<file path="config.mk">
export PLATFORM = sky130hd
export DESIGN_NAME = empipe_skid
export DESIGN_NICKNAME = d
export VERILOG_FILES = /design/src/rtl/empipe_skid.sv
export SDC_FILE = /design/constraint.sdc
export NUM_CORES = 1
export LEC_CHECK = 0
export CORE_ASPECT_RATIO = 2
export CORE_MARGIN = 4
export CORE_UTILIZATION = 45
export CTS_BUF_LIST = sky130_fd_sc_hd__clkbuf_8
export CTS_CLUSTER_DIAMETER = 30
export DETAILED_ROUTE_END_ITERATION = 16
export GPL_ROUTABILITY_DRIVEN = 0
export GPL_TIMING_DRIVEN = 0
export HOLD_SLACK_MARGIN = 0.08
export PLACE_DENSITY = 0.71
export REMOVE_ABC_BUFFERS = 1
export SLEW_MARGIN = 10
export SYNTH_ARGS = -nofsm -noshare
export SYNTH_HDL_FRONTEND = slang
export SYNTH_SLANG_ARGS = --single-unit
</file>
<file path="constraint.sdc">
create_clock -name clk -period 1.5 [get_ports clk]
set_input_delay 0.3 -clock clk [delete_from_list [all_inputs] [get_ports clk]]
set_output_delay 0.3 -clock clk [all_outputs]
set_load 0.005 [all_outputs]
</file>
<file path="src/rtl/empipe_skid.sv">
// Execute-to-memory pipeline register with valid/ready handshake and a one-entry skid buffer.
// ready_E is registered, so a memory-stage stall never forms a combinational path back into execute.
module empipe_skid #(
  parameter int DATA_W = 32,
  parameter int ADDR_W = 32,
  parameter int REG_W  = 4
) (
  input  logic              clk,
  input  logic              rst,
  input  logic              flush,
  input  logic              valid_E,
  output logic              ready_E,
  input  logic              regw_E,
  input  logic              memw_E,
  input  logic              regmem_E,
  input  logic [REG_W-1:0]  regScr_E,
  input  logic [DATA_W-1:0] ALUrslt_E,
  input  logic [ADDR_W-1:0] address_E,
  output logic              valid_M,
  input  logic              ready_M,
  output logic              regw_M,
  output logic              memw_M,
  output logic              regmem_M,
  output logic [REG_W-1:0]  regScr_M,
  output logic [DATA_W-1:0] ALUrslt_M,
  output logic [ADDR_W-1:0] address_M
);

  localparam int PW = 3 + REG_W + DATA_W + ADDR_W;

  typedef enum logic [1:0] {
    EMPTY = 2'b00,
    ONE   = 2'b01,
    FULL  = 2'b11
  } state_t;

  logic [PW-1:0] in_d;
  logic [PW-1:0] main_q;
  logic [PW-1:0] skid_q;
  logic          main_vld;
  logic          skid_vld;
  logic          rdy_q;
  logic          accept;
  logic          consume;
  logic          m_regw;
  logic          m_memw;
  logic          m_regmem;
  state_t        state;

  assign in_d    = {regw_E, memw_E, regmem_E, regScr_E, ALUrslt_E, address_E};
  assign state   = state_t'({skid_vld, main_vld});
  assign accept  = valid_E & rdy_q;
  assign consume = main_vld & ready_M;

  always_ff @(posedge clk) begin
    if (!rst) begin
      main_q   <= '0;
      skid_q   <= '0;
      main_vld <= 1'b0;
      skid_vld <= 1'b0;
      rdy_q    <= 1'b1;
    end else if (flush) begin
      // Payload registers keep their contents; only the valid bits are dropped.
      main_vld <= 1'b0;
      skid_vld <= 1'b0;
      rdy_q    <= 1'b1;
    end else begin
      case (state)
        EMPTY: begin
          if (accept) begin
            main_q   <= in_d;
            main_vld <= 1'b1;
          end
        end
        ONE: begin
          if (accept && consume) begin
            main_q <= in_d;
          end else if (accept) begin
            skid_q   <= in_d;
            skid_vld <= 1'b1;
            rdy_q    <= 1'b0;
          end else if (consume) begin
            main_vld <= 1'b0;
          end
        end
        FULL: begin
          if (consume) begin
            main_q   <= skid_q;
            skid_vld <= 1'b0;
            rdy_q    <= 1'b1;
          end
        end
        default: begin
          main_vld <= 1'b0;
          skid_vld <= 1'b0;
          rdy_q    <= 1'b1;
        end
      endcase
    end
  end

  assign {m_regw, m_memw, m_regmem, regScr_M, ALUrslt_M, address_M} = main_q;

  // A bubble must never write the register file or memory.
  assign regw_M   = m_regw & main_vld;
  assign memw_M   = m_memw & main_vld;
  assign regmem_M = m_regmem & main_vld;
  assign valid_M  = main_vld;
  assign ready_E  = rdy_q;

endmodule

</file>
### Yosys cells after proc, flatten, opt, wreduce, memory -nomap -nowiden

Index checks and enable logic that the tools add are counted.

| cells by class | value |
|---|---|
| bitwise logic cells | 10 |
| reduce and logical (&&, ||, !) cells | 8 |
| muxes and demuxes | 15 |
| equality and inequality tests | 9 |

Operators with widths:

| kind | number |
|---|---|
| two-way mux 71 bit | 3 |
| case mux 71 bit (3 select lines) | 1 |
| inequality test 2 bit, second input constant | 7 |
| AND reduction 5 bit | 2 |
| case mux 1 bit (3 select lines) | 3 |
| two-way mux 1 bit | 8 |
| AND reduction 4 bit | 2 |
| AND 1 bit | 5 |
| NOT 1 bit | 5 |
| nonzero test 3 bit | 1 |
| == test 2 x 1 -> 1 bit, second input constant | 1 |
| == test 2 bit, second input constant | 1 |
| logical NOT 2 bit | 1 |
| OR reduction 2 bit | 1 |
| logical AND 1 bit | 1 |

| storage, ports and cells | value |
|---|---|
| logic and storage cells | 47 |
| register bits | 145 |
| bits of input ports | 76 |

### Longest topological paths before layout

| depth | value |
|---|---|
| depth in word-level cells | 5 |
| mapped depth | 6 |

### Worst setup path after synthesis

Ideal clock, no wire load.

| timing | value |
|---|---|
| path type | reg-to-reg |
| start point | register main_vld (netlist: valid_M) |
| end point | register skid_q[61] |
| slack | 157 ps |
| buffers on the path | 2 |
| data required time | 1380 ps |
| data arrival time | 1223 ps |
| cell stages (with the launch flop) | 6 |
| setup time | 120 ps |
| cell sequence | dfxtp_1 -> or3b_1 -> buf_4 -> buf_6 -> o21ai_0 -> a21boi_1 |

| between the ends | value |
|---|---|
| longest elaborated chain between the ends | 4 |
| elaborated cells between the ends (all ways) | 5 |
| those cells by class | eq/ne (1); bitwise (2); reduce/logical (2) |

Ends and longest elaborated chain:

| element | RTL line | RTL |
|---|---|---|
| start, declared | 40 | `logic main_vld;` |
| start signal, assigned | 59 | `main_vld <= 1'b0;` |
| start signal, assigned | 64 | `main_vld <= 1'b0;` |
| start signal, assigned | 72 | `main_vld <= 1'b1;` |
| AND 1 bit | 53 | `assign consume = main_vld & ready_M;` |
| logical AND 1 bit | 76 | `if (accept && consume) begin` |
| NOT 1 bit (no source line) | -- |  |
| AND reduction 4 bit (no source line) (*) | -- |  |
| end signal, assigned | 79 | `skid_q <= in_d;` |
| end, declared | 39 | `logic [PW-1:0] skid_q;` |

Every way passes the cells marked *; elsewhere a longest branch is shown, timed or not.
A chain may end at the register's enable or synchronous reset.

### Worst setup path in the final report

| timing | value |
|---|---|
| start point | register main_vld (netlist: valid_M) |
| end point | register skid_q[45] |

The elaborated chain is that of the path after synthesis.

==> results.cfg <==
[run_status]
status = complete, but fails checks
failed_checks = setup timing

[grt]
grt_pass1_vias = 6727
gr-total-overflow = 0
grt_max_degree = 117
grt_usage_pct = 25.44
grt_pass1_wl_microns = 37360
antenna_found_initial = 1

[die]
start_util_pct = 46.17
dieArea_sq_um = 19130
core_sq_um = 16430
io_pins = 149
die_h_microns = 191.6
die_x_microns = 99.82
row_count = 66

[sta]
setup_viol = 147
fmax_mhz = 557.9
skew_ns = 0.01476
finalCriticalPeriod_ns = 1.793
slew_headroom_pct = 55.73
drv_slew = 0
period_share_pct = 119.5
setup_slack_ns = -0.2926
rsz0062_at_grt = true
hold_viol_final = 0
worst_pin_slew_ns = 0.6640

[synthesis]
synth_top_area_share_pct = 38.26
synth_area_leaders = dfxtp_1 (38%), mux2i_1 (9.4%), buf_4 (8.4%), a21boi_0 (7.1%), a21boi_1 (6.9%)
synth_common_cells = dfxtp_1 (145), buf_4 (85), o21ai_1 (84)
async_flop_share_pct = 0
ys_ff_latch = 145
syn_avg_cell_area_sq_um = 8.477
synth_area_sq_um = 7587
yosysWarnings = 0
synth.distinct_cells = 25
synth_area_leader_cell = dfxtp_1
yosysMostFrequentCell = dfxtp_1
yosysSeqAreaShare_pct = 38.26
syn-instance-count = 895
ys.flop_type = dfxtp_1
synth_edf_count = 0

[power]
power_leakage_nw = 4.590
power_w = 0.009389
pwr_density_cell_nw_per_um2 = 905.9
irDropWorstVdd_mv = 0.5649

[setup_path]
crit_type = reg2reg
crit_fanout = 7
startpoint_type = register
worstPathRequired_ns = 1.85
endpoint_kind = register
arrival_ns = 2.14

[routing]
dr.max_layer_used = met4
drtIter0Drc = 454
wl_met2_microns = 13460
viasPerCell = 5.804
wirelength_microns = 25170
drt-wirelength-per-cell_microns = 21.15
via_count = 6907
drc = 0
wl_met1_microns = 9402
dr.pass1.iters = 5
wl_met3_microns = 1347
ant_nets = 0

[layout]
drive_above_1_share_pct = 21.95
fin_nets = 1047
area_growth_pct = 36.59
fin_cells = 1190
n_fill_cell = 1394

[cts]
cts_buffers = 17
cts_tree = built
clk_latency_ns = 0.46
clk_pin_slew_ns = 0.09
cts-root-buf = clkbuf_8
cts.htree.levels = 4
ctsHoldBuffers = 0
clk_path_buf_depth = 2
clock_sinks = 145

[place]
dp_cells = 1098
hpwl_microns = 11460
placement.io_buffers = 148

[min_path]
min_path_type = in2reg

[flow_run]
cap_violations = 0
==> cells in the final DEF (no fill, tap or decap), drive strengths merged <==
cell / synthesis / layout
inv: 1 / 3
clkdlybuf4s15: 0 / 1
and2: 3 / 3
o21bai: 1 / 1
and3: 71 / 71
nor3: 1 / 1
or3b: 1 / 1
clkdlybuf4s50: 0 / 73
diode: 0 / 2
nand3b: 1 / 2
and3b: 1 / 1
nand4bb: 1 / 1
a21boi: 142 / 142
dlymetal6s2s: 0 / 1
clkinv: 0 / 2
mux2i: 71 / 71
buf: 104 / 68
nor3b: 2 / 2
o21ai: 143 / 143
clkbuf: 59 / 27
bufinv: 0 / 7
nand2b: 3 / 3
bufbuf: 0 / 2
dlygate4sd2: 0 / 68
dfxtp: 145 / 145
nand2: 71 / 71
nand3: 71 / 71
a21oi: 3 / 3
==> cell type report <==
| class | instances | area [sq um] | area share, % |
|---|---|---|---|
| clock inverter | 11 | 231.5 | 2.233 |
| sequential | 145 | 2950 | 28.47 |
| multi-input combinational | 587 | 4040 | 38.98 |
| timing repair buffer | 219 | 2589 | 24.98 |
| tap | 204 | 255.2 | 2.463 |
| clock buffer | 21 | 289.0 | 2.789 |
| inverter | 1 | 3.754 | 0.03622 |
| antenna | 2 | 5.005 | 0.04829 |
==> metrics by stage <==
| stage | setup TNS [ns] | hold WS, ns | instance area [sq um] | utilization [%] | setup slack, ns |
|---|---|---|---|---|---|
| finish | -29.36 | 0.3547 | 10360 | 63.07 | -0.2926 |
| detailed placement | -105.73 | 0.4511 | 8610 | 52.39 | -1.036 |
| global route | -35.21 | 0.3735 | 10360 | 63.05 | -0.3159 |
| floorplan | -665.94 | 0.4340 | 6585 | - | -4.772 |
| CTS | -17.60 | 0.3284 | 10310 | 62.77 | -0.2389 |
| global placement | -1193.56 | 0.4445 | 8322 | 50.64 | -9.181 |
==> timing repair <==
action,CTS,global route
pin swaps,46,41
gates resized for setup,229,51
setup buffers,36,6
endpoints found under the setup margin,216,146
cloned,21,4
==> per-layer routing <==
metal	global-route usage [%]	vias to the layer above
met2	45.91	277
met4	12.31	0
met1	29.00	3308
met3	3.272	71
li1	-	3251
met5	0	-
==> cells by family after synthesis <==
family	count (synthesis)	synth area share, %
buffers and inverters	164	13.26
flip-flops	145	38.26
AND/OR/NAND/NOR	226	15.34
AO/OA/AOI/OAI	289	23.78
multiplexers	71	9.367
==> sequential cells by signal, summed over array words and instances (netlist names) <==
register	flops
skid_vld	1
valid_M	1
main_q	71
skid_q	71
ready_E	1
==> final timing paths <==
check             start    endpoint  slack [ns]  depth (start not counted)
max             valid_M  skid_q[45]       -0.29                          8
min                 rst  main_q[31]        0.35                          3
max reg2reg     valid_M  skid_q[45]       -0.29                          8
min reg2reg  skid_q[62]  skid_q[62]        0.45                          2
==> where the power goes <==
group	internal, W	switching, W
clock	0.00249	0.00155
combinational	0.000692	0.000631
sequential	0.00397	0.0000652
==> worst max-delay path, stage by stage, from the launching register on <==
cell and delay [ns]:
dfxtp_4 0.37, buf_6 0.10, buf_6 0.11, buf_6 0.10
or3b_4 0.43, clkbuf_16 0.21, buf_16 0.16, o21ai_2 0.13
a21boi_1 0.07
(Power assumes the default switching activity.)
